<file path="src/rtl/sd_adc_decimator.sv">
// Third-order CIC (sinc^3) decimator: 1-bit PDM in, saturated signed 16-bit PCM out.
// Integrators run on i_ce; comb and scale stages run on the decimation strobe, two clocks of fixed latency.
module sd_adc_decimator #(
    parameter int DECIM_LOG2 = 6
) (
    input  logic               i_clk,
    input  logic               i_res,
    input  logic               i_ce,
    input  logic               i_bit,
    output logic signed [15:0] o_pcm,
    output logic               o_valid,
    output logic               o_sat
);

    localparam int W  = 2 + 3 * DECIM_LOG2;
    localparam int SH = 3 * DECIM_LOG2 - 15;
    localparam logic signed [W-1:0] PCM_MAX = W'(32767);
    localparam logic signed [W-1:0] PCM_MIN = W'(-32768);

    logic [W-1:0]          int1_q, int1_d, int2_q, int2_d, int3_q, int3_d;
    logic [W-1:0]          dly1_q, dly1_d, dly2_q, dly2_d, dly3_q, dly3_d;
    logic [W-1:0]          comb_q, comb_d;
    logic [DECIM_LOG2-1:0] cnt_q, cnt_d;
    logic                  dec_q, dec_d;
    logic                  comb_vld_q, comb_vld_d;
    logic [1:0]            warm_q, warm_d;
    logic signed [15:0]    pcm_q, pcm_d;
    logic                  valid_q, valid_d;
    logic                  sat_q, sat_d;

    logic [W-1:0]          x;
    logic [W-1:0]          c1, c2, c3;
    logic signed [W-1:0]   scaled;

    always_comb begin
        int1_d     = int1_q;
        int2_d     = int2_q;
        int3_d     = int3_q;
        cnt_d      = cnt_q;
        dly1_d     = dly1_q;
        dly2_d     = dly2_q;
        dly3_d     = dly3_q;
        comb_d     = comb_q;
        warm_d     = warm_q;
        pcm_d      = pcm_q;
        sat_d      = sat_q;
        valid_d    = 1'b0;

        // Integrator arithmetic wraps mod 2**W; the combs undo the wrap exactly.
        x = i_bit ? W'(1) : '1;
        if (i_ce) begin
            int1_d = int1_q + x;
            int2_d = int2_q + int1_q;
            int3_d = int3_q + int2_q;
            cnt_d  = cnt_q + DECIM_LOG2'(1);
        end
        dec_d = i_ce && (cnt_q == '1);

        c1 = int3_q - dly1_q;
        c2 = c1 - dly2_q;
        c3 = c2 - dly3_q;
        comb_vld_d = dec_q;
        if (dec_q) begin
            dly1_d = int3_q;
            dly2_d = c1;
            dly3_d = c2;
            comb_d = c3;
        end

        scaled = $signed(comb_q) >>> SH;
        // The first three decimated results come from a partially filled filter and are dropped.
        if (comb_vld_q) begin
            if (warm_q == 2'd3) begin
                valid_d = 1'b1;
                if (scaled > PCM_MAX) begin
                    pcm_d = 16'sh7FFF;
                    sat_d = 1'b1;
                end else if (scaled < PCM_MIN) begin
                    pcm_d = -16'sh8000;
                    sat_d = 1'b1;
                end else begin
                    pcm_d = scaled[15:0];
                    sat_d = 1'b0;
                end
            end else begin
                warm_d = warm_q + 2'd1;
            end
        end
    end

    always_ff @(posedge i_clk) begin
        if (!i_res) begin
            int1_q     <= '0;
            int2_q     <= '0;
            int3_q     <= '0;
            cnt_q      <= '0;
            dec_q      <= 1'b0;
            dly1_q     <= '0;
            dly2_q     <= '0;
            dly3_q     <= '0;
            comb_q     <= '0;
            comb_vld_q <= 1'b0;
            warm_q     <= 2'd0;
            pcm_q      <= '0;
            valid_q    <= 1'b0;
            sat_q      <= 1'b0;
        end else begin
            int1_q     <= int1_d;
            int2_q     <= int2_d;
            int3_q     <= int3_d;
            cnt_q      <= cnt_d;
            dec_q      <= dec_d;
            dly1_q     <= dly1_d;
            dly2_q     <= dly2_d;
            dly3_q     <= dly3_d;
            comb_q     <= comb_d;
            comb_vld_q <= comb_vld_d;
            warm_q     <= warm_d;
            pcm_q      <= pcm_d;
            valid_q    <= valid_d;
            sat_q      <= sat_d;
        end
    end

    assign o_pcm   = pcm_q;
    assign o_valid = valid_q;
    assign o_sat   = sat_q;

endmodule
</file>
<file path="config.mk">
export PLATFORM = sky130hd
export DESIGN_NAME = sd_adc_decimator
export DESIGN_NICKNAME = d
export VERILOG_FILES = /design/src/rtl/sd_adc_decimator.sv
export SDC_FILE = /design/constraint.sdc
export NUM_CORES = 1
export LEC_CHECK = 0
export CORE_MARGIN = 2
export CORE_UTILIZATION = 30
export CTS_CLUSTER_SIZE = 12
export DETAILED_ROUTE_END_ITERATION = 10
export HOLD_SLACK_MARGIN = 0.03
export PLACE_DENSITY_LB_ADDON = 0.12
export SLEW_MARGIN = 20
export SYNTH_ARGS = -nofsm -noshare
export SYNTH_HDL_FRONTEND = slang
export SYNTH_SLANG_ARGS = --single-unit
</file>
<file path="constraint.sdc">
create_clock -name i_clk -period 10.5 [get_ports i_clk]
set_input_delay 2.1 -clock i_clk [delete_from_list [all_inputs] [get_ports i_clk]]
set_output_delay 2.1 -clock i_clk [all_outputs]
set_load 0.02 [all_outputs]
</file>
======== After elaboration in Yosys (flattened, before gate mapping) ========
Index checks and enable logic that the tools add are counted.
W data, S select, Z words.
operators by class
  $lt $le $gt $ge ......................... 2
  equality and inequality tests ........... 2
  add/subtract/negate cells ............... 8
  reduce and logical (&&, ||, !) cells .... 4
  bitwise logic cells ..................... 1
  muxes and demuxes ....................... 6
operator list
  kind                    number
  $add A20 B20 Y20        3
  $sub A20 B20 Y20        3
  $mux W16                2
  $mux W20                1
  $gt A17 B16 Y1 const B  1
  $lt A17 B16 Y1 const B  1
  $add A6 B1 Y6 const B   1
  $eq A6 B6 Y1 const B    1
  $reduce_and A2 Y1       3
  $mux W1                 3
  $add A2 B1 Y2 const B   1
  $eq A2 B2 Y1 const B    1
  $logic_and A1 B1 Y1     1
  $not A1 Y1              1
word-level totals
  register bits ........................... 168
  logic and storage cells ................. 37
  output and inout bits ................... 18

======== Longest topological paths before layout ========
Gate-level depths: netlist of run 1.
  depth in word-level cells ............... 3
  gate-level depth with buffers ........... 29
  depth with buffers taken out ............ 29

======== Worst setup path after synthesis of run 1 ========
Ideal clock, no wire load.
  kind .................................... register to register
  from .................................... reg int3_q[0]
  to ...................................... reg comb_q[19]
  path slack .............................. 5494 ps
  data required time ...................... 10372 ps
  stages on the path, launching flop included .. 27
  library setup time ...................... 128 ps
  clock period less this slack ............ 5006 ps
  arrival time ............................ 4878 ps
  cell sequence ........................... dfxtp_1 > inv_1 > ha_1 > fa_1 > nor2b_1 > o21ai_1 > nand2b_1 > a21o_1 > a31o_1 > a21oi_1 > xnor2_1 > ha_1 > clkbuf_1 > a21o_1 > a21oi_1 > o21ai_0 > a2111oi_0 > nor3_1 > xor2_1 > ha_1 > nand3_1 > a2111oi_0 > o41ai_1 > xnor2_1 > xnor2_1 > mux2i_1 > nor2_1
on the way
  cells in the longest elaborated chain, start to end .. 3
ends and longest elaborated chain
  what                    RTL line  text
  from (decl)             20        logic [W-1:0] int1_q, int1_d, int2_q, int2_d, int3_q, int3_d;
  from (signal assigned)  110       int3_q <= int3_d;
  $sub A20 B20 Y20        59        c1 = int3_q - dly1_q;
  via c1[8]               32        logic [W-1:0] c1, c2, c3;
  $sub A20 B20 Y20        60        c2 = c1 - dly2_q;
  via c2[13]              32
  $sub A20 B20 Y20        61        c3 = c2 - dly3_q;
  to (signal assigned)    116       comb_q <= comb_d;
  to (decl)               22        logic [W-1:0] comb_q, comb_d;
The timed path passes the listed nets, and every way through them passes these cells.
A chain may end at the register's enable or synchronous reset.

======== Worst setup path after layout of run 1 ========
Same ends and word-level chain as after synthesis.

==> results.py, run 1 <==
metrics = {
    "placement": {
        "io_buffer_count": 21,
        "dp_hpwl_um": 16900,
        "place_congestion": 0.754,
    },
    "finish": {
        "final_cell_mix": "nor2_1, dfxtp_1, ha_1",
        "nets": 1429,
        "fillers": 3831,
        "diodes": 0,
        "syn2layout_area_growth_pct": 11.3,
        "drive_gt1_share_pct": 4.47,
        "final_common_cell": "nor2_1",
    },
    "timing": {
        "drv_slew": 0,
        "max_freq_ghz": 0.177,
        "maxSlewHeadroom_pct": 32.5,
        "hold_viol_final": 0,
        "rsz0062_at_grt": "no",
        "setup-violations-final": 0,
        "finalSetupTns_ns": 0,
        "worst_pin_slew_ns": 1.01,
        "clock_skew_ns": 0.00858,
        "whs_ns": 0.446,
        "period_share_pct": 53.9,
        "period_needed_ns": 5.66,
    },
    "power": {
        "power_density_nw_per_um2": 259,
        "p_leak_uw": 0.00497,
        "irDropWorstVdd_mv": 0.112,
    },
    "synth": {
        "synth_area_per_cell_um2": 8.46,
        "synth_largest_area_cell": "dfxtp_1",
        "syn_nets": 1436,
        "synth_area_um2": 11100,
        "synth_flop_cell": "dfxtp_1",
        "ys_seq_area_share_pct": 29.7,
        "synth-edff-count": 0,
        "syn_inst": 1313,
        "ys_ff_latch": 165,
        "ys_warn_count": 0,
        "synth_cell_types": 68,
        "yosysTopAreaCellShare_pct": 29.7,
        "synth_top_cells_by_area": "dfxtp_1, ha_1, mux2i_1",
        "async_flop_share_pct": 0,
    },
    "setup_path": {
        "criticalPathCategory": "reg2reg",
        "slowest_stage": "a2111oi_0",
        "critical_path.top_delay_family": "compound AO/OA/AOI/OAI gates",
        "cp-start-kind": "register",
        "timing.critical_path.required_ns": 10.80,
        "slowest_delay_ns": 0.79,
        "crit_buf_inv": 1,
        "arrival_ns": 5.96,
        "end_kind": "register",
        "crit_fanout": 7,
        "regToRegSetupSlack_ns": 4.84,
    },
    "route": {
        "routed-via-count": 8399,
        "routed_wl_um": 23100,
        "viasPerCell": 4.70,
        "drcViolationCount": 0,
        "drt_iter0_drc": 257,
        "ant_nets": 0,
        "drt-wirelength-per-cell_um": 13.0,
        "first_pass_iters": 4,
    },
    "floorplan": {
        "fp.dieW_um": 196,
        "chipHeight_um": 196,
        "start_util_pct": 30.4,
        "dieArea_um2": 38600,
        "rows": 70,
        "core-area_um2": 36500,
        "io_pins": 22,
    },
    "cts": {
        "clk_latency_ns": 0.43,
        "cts_made_buffers": 17,
        "cts_resized": 0,
        "cts-htree-levels": 4,
        "cts_hold_buf": 0,
        "cts_setup_buffers": 0,
        "clock_path_buffers": 2,
        "clock-sinks": 165,
        "cts_tree": "built",
        "cts_root_buf": "clkbuf_16",
        "clk_pin_slew_ns": 0.07,
    },
    "global_routing": {
        "grt_usage_pct": 12.3,
        "grt_antenna_before_repair": 0,
        "grt_max_degree": 91,
        "grt.overflow.total": 0,
        "grt_pass1_wl_um": 39000,
        "grt_pass1_vias": 7887,
    },
    "job": {
        "maxCapViolations": 0,
    },
    "run_status": {
        "outcome": "completed",
    },
    "hold_path": {
        "hold_class": "reg2reg",
    },
}
synthesized netlist by cell type, types with 3 or more instances:
cell type  count
clkbuf_8       4
nor2_1       211
o21ai_1        4
nand3_1       24
xor2_1        17
a221o_1        5
nor2b_1       17
o21a_1        19
nand2b_1      10
nor3_1        18
inv_1         88
or3_1          8
nand4_1        6
xnor2_1       80
a21oi_1      103
and3_1         9
o21bai_1      14
fa_1           5
a311oi_1       3
and4_1         3
nor4_1         3
nand3b_1      14
buf_1          8
o211ai_1      11
clkbuf_1      38
o31ai_1        6
a2111oi_0      4
mux2i_1      109
a31oi_1       10
a21o_1        31
a211oi_1      10
dfxtp_1      165
and2_1        11
nand2_1       35
ha_1         114
o21ai_0       52
o41ai_1        4
through the flow:
stage	setup WS [ns]	instances	utilization, %	power (uW)	cell area, um^2
after floorplan	5.49	1313	-	2210	11100
after global placement	4.74	1755	32.0	2530	11700
after detailed placement	4.72	1755	32.0	2540	11700
after CTS	4.71	1787	33.8	3250	12400
after global routing	4.27	1787	33.8	3470	12400
final	4.84	1787	33.8	3200	12400
cell families (layout without fill, tap and decap cells):
| group | count (synthesis) | after routing | share of synthesized area [%] |
|---|---|---|---|
| buf+inv | 141 | 147 | 5.23 |
| fa+ha+maj | 119 | 119 | 13.7 |
| xor+xnor | 99 | 99 | 8.00 |
| compound gates | 305 | 305 | 18.0 |
| flops | 165 | 165 | 29.7 |
| simple gates | 374 | 374 | 15.3 |
| mux | 110 | 110 | 9.96 |
registers in the layout, summed over array words and instances (netlist names):
name        count
cnt_q           6
comb_q         17
comb_vld_d      1
comb_vld_q      1
dly1_q         20
dly2_q         20
dly3_q         20
int1_q         20
int2_q         20
int3_q         20
o_pcm          16
o_sat           1
o_valid         1
warm_q          2
area by class of cell:
| type | instances | area (um^2) | share of cell area (%) |
|---|---|---|---|
| Timing Repair Buffer | 26 | 253 | 2.04 |
| Clock buffer | 19 | 453 | 3.66 |
| Inverter | 89 | 337 | 2.72 |
| Multi-Input combinational cell | 1007 | 7220 | 58.4 |
| Tap cell | 468 | 586 | 4.74 |
| Clock inverter | 13 | 204 | 1.65 |
| Sequential cell | 165 | 3310 | 26.8 |
per-layer routing:
metal | global-route usage [%] | part of all wire, %
met1 | 15.9 | 51
met2 | 21.0 | 47
met3 | 2.52 | 1.7
met4 | 3.11 | 0.89
met5 | 0 | 0
where the power goes:
group          internal, uW  switching (uW)  total, uW
clock                   434             259        693
combinational           832             978       1810
sequential              658            35.0        693
tightest hold or removal path: cells and delay by family (launching register included):
kind / cells / cell delay, ns
AND/OR/NAND/NOR: 2 / 0.09
flip-flops: 1 / 0.32
final timing paths:
check	start	endpoint	cells after the start
hold / removal	cnt_q[5]	comb_vld_d	2
setup reg to reg	int3_q[0]	comb_q[19]	25
setup / recovery	int3_q[0]	comb_q[19]	25
hold reg to reg	cnt_q[5]	comb_vld_d	2
Note: power is estimated with default switching activity, not from simulation.
==> inputs of run 2 (changes only) <==
==> constraint.sdc (replaced) <==
create_clock -name i_clk -period 5.9 [get_ports i_clk]
set_input_delay 1.18 -clock i_clk [delete_from_list [all_inputs] [get_ports i_clk]]
set_output_delay 1.18 -clock i_clk [all_outputs]
set_load 0.02 [all_outputs]
==> results.py, run 2 (synthesized netlist as in run 1, its figures left out) <==
metrics = {
    "finish": {
        "nets": 1432,
        "final_cell_mix": "nor2_1, dfxtp_1, ha_1",
        "syn2layout_area_growth_pct": 10.6,
        "final_common_cell": "nor2_1",
        "drive_gt1_share_pct": 4.69,
        "diodes": 0,
    },
    "job": {
        "maxCapViolations": 0,
    },
    "route": {
        "viasPerCell": 4.75,
        "ant_nets": 0,
        "routed_wl_um": 23600,
        "drt_iter0_drc": 272,
        "routed-via-count": 8504,
        "first_pass_iters": 4,
        "drcViolationCount": 0,
        "drt-wirelength-per-cell_um": 13.2,
    },
    "timing": {
        "period_needed_ns": 5.42,
        "hold_viol_final": 0,
        "period_share_pct": 91.9,
        "whs_ns": 0.456,
        "rsz0062_at_grt": "no",
        "clock_skew_ns": 0.0133,
        "drv_slew": 0,
        "max_freq_ghz": 0.185,
        "worst_pin_slew_ns": 1.06,
        "maxSlewHeadroom_pct": 29.1,
        "finalSetupTns_ns": 0,
        "setup-violations-final": 0,
    },
    "power": {
        "p_switching_uw": 2350,
        "combPwrFrac_pct": 59.1,
        "irDropWorstVdd_mv": 0.256,
        "p_leak_uw": 0.00492,
        "p_total_uw": 5570,
        "p_clk_share_pct": 18.8,
        "power_frac_seq_pct": 22.1,
        "internal_power_uw": 3220,
        "power_density_nw_per_um2": 454,
        "p_sw_share_pct": 42.2,
    },
    "setup_path": {
        "reg2reg_from": "int3_q[0]",
        "crit_fanout": 5,
        "slowest_stage": "fa_1",
        "r2r_cells": 28,
        "criticalPathCategory": "reg2reg",
        "crit_buf_inv": 3,
        "end_kind": "register",
        "arrival_ns": 5.73,
        "slowest_delay_ns": 0.40,
        "critical_path_depth": 28,
        "cp-start-kind": "register",
        "rr_endpoint": "comb_q[19]",
        "regToRegSetupSlack_ns": 0.48,
        "critical_path.top_delay_family": "compound AO/OA/AOI/OAI gates",
        "timing.critical_path.required_ns": 6.21,
    },
    "cts": {
        "cts_made_buffers": 17,
        "cts-htree-levels": 4,
        "cts_hold_buf": 0,
        "clk_latency_ns": 0.44,
        "cts_setup_buffers": 0,
        "clock_path_buffers": 2,
        "clk_pin_slew_ns": 0.07,
        "cts_resized": 0,
        "cts_root_buf": "clkbuf_16",
        "clock-sinks": 165,
        "cts_tree": "built",
    },
    "global_routing": {
        "grt_antenna_before_repair": 0,
        "grt_usage_pct": 12.7,
        "grt_pass1_wl_um": 40300,
        "grt.overflow.total": 0,
        "grt_pass1_vias": 8288,
        "grt_max_degree": 89,
    },
    "placement": {
        "io_buffer_count": 21,
        "dp_hpwl_um": 17400,
        "place_congestion": 0.769,
    },
    "floorplan": {
        "dieArea_um2": 38600,
        "chipHeight_um": 196,
        "rows": 70,
        "io_pins": 22,
        "core-area_um2": 36500,
        "fp.dieW_um": 196,
        "start_util_pct": 30.4,
    },
    "hold_path": {
        "hold_end": "comb_vld_d",
        "worstHoldStart": "cnt_q[5]",
        "hold_class": "reg2reg",
        "hold_path_depth": 2,
    },
    "run_status": {
        "outcome": "completed",
    },
}
run 2: changes by cell type in the layout (fill, tap and decap cells not counted), sizes merged:
cell	delta
buf	+3
bufinv	-5
clkbuf	-2
clkinv	-1
clkinvlp	+3
inv	+5
run 2: per-layer routing:
| metal | track usage [%] | up-vias | share of wire (%) |
|---|---|---|---|
| met1 | 15.7 | 3836 | 50 |
| met5 | 0 | - | 0 |
| met2 | 22.6 | 37 | 48 |
| met4 | 3.28 | 0 | 0.85 |
| li1 | - | 4618 | - |
| met3 | 2.52 | 13 | 1.6 |
run 2: area by class of cell:
| type | count | area (um^2) |
|---|---|---|
| clock buffer | 17 | 425 |
| clock inverter | 15 | 123 |
| fill | 3823 | 24200 |
| inverter | 89 | 337 |
| multi-input combinational | 1007 | 7230 |
| sequential | 165 | 3310 |
| tap | 468 | 586 |
| timing repair buffer | 29 | 275 |
run 2: worst max-delay path by stage:
stage                          from    endpoint  slack, ns
after detailed placement  int3_q[0]  comb_q[19]       0.36
after CTS                 int3_q[0]  comb_q[19]       0.33
final                     int3_q[0]  comb_q[19]       0.48
after global placement    int3_q[0]  comb_q[19]       0.42
after floorplan           int3_q[0]  comb_q[19]       0.89
after global routing      int3_q[0]  comb_q[19]       0.02
run 2: worst register-to-register path, delay by kind of cell, from the launching register on:
family                     cells  cell delay [ns]
AOI/OAI and AO/OA             12             2.13
xor gates and xnor gates       4             0.58
adders and majority gates      4             1.29
buffers and inverters          3             0.36
DFF                            1             0.38
muxes                          1             0.13
and+or+nand+nor                4             0.43
run 2: power groups by stage:
stage	combinational, uW	clock (uW)	sequential [uW]
3_3_place_gp	3280	0	1260
5_1_grt	3710	1150	1240
6_report	3290	1050	1230
3_5_place_dp	3290	0	1260
2_1_floorplan	2700	0	1240
4_1_cts	3300	1100	1230
run 2: stage by stage:
| stage | setup slack, ns | area (um^2) | utilization (%) | std cells |
|---|---|---|---|---|
| floorplan | 0.894 | 11100 | - | 1313 |
| global placement | 0.416 | 11700 | 32.1 | 1758 |
| detailed placement | 0.359 | 11700 | 32.1 | 1758 |
| CTS | 0.334 | 12300 | 33.6 | 1790 |
| global route | 0.0178 | 12300 | 33.6 | 1790 |
| finish | 0.480 | 12300 | 33.6 | 1790 |
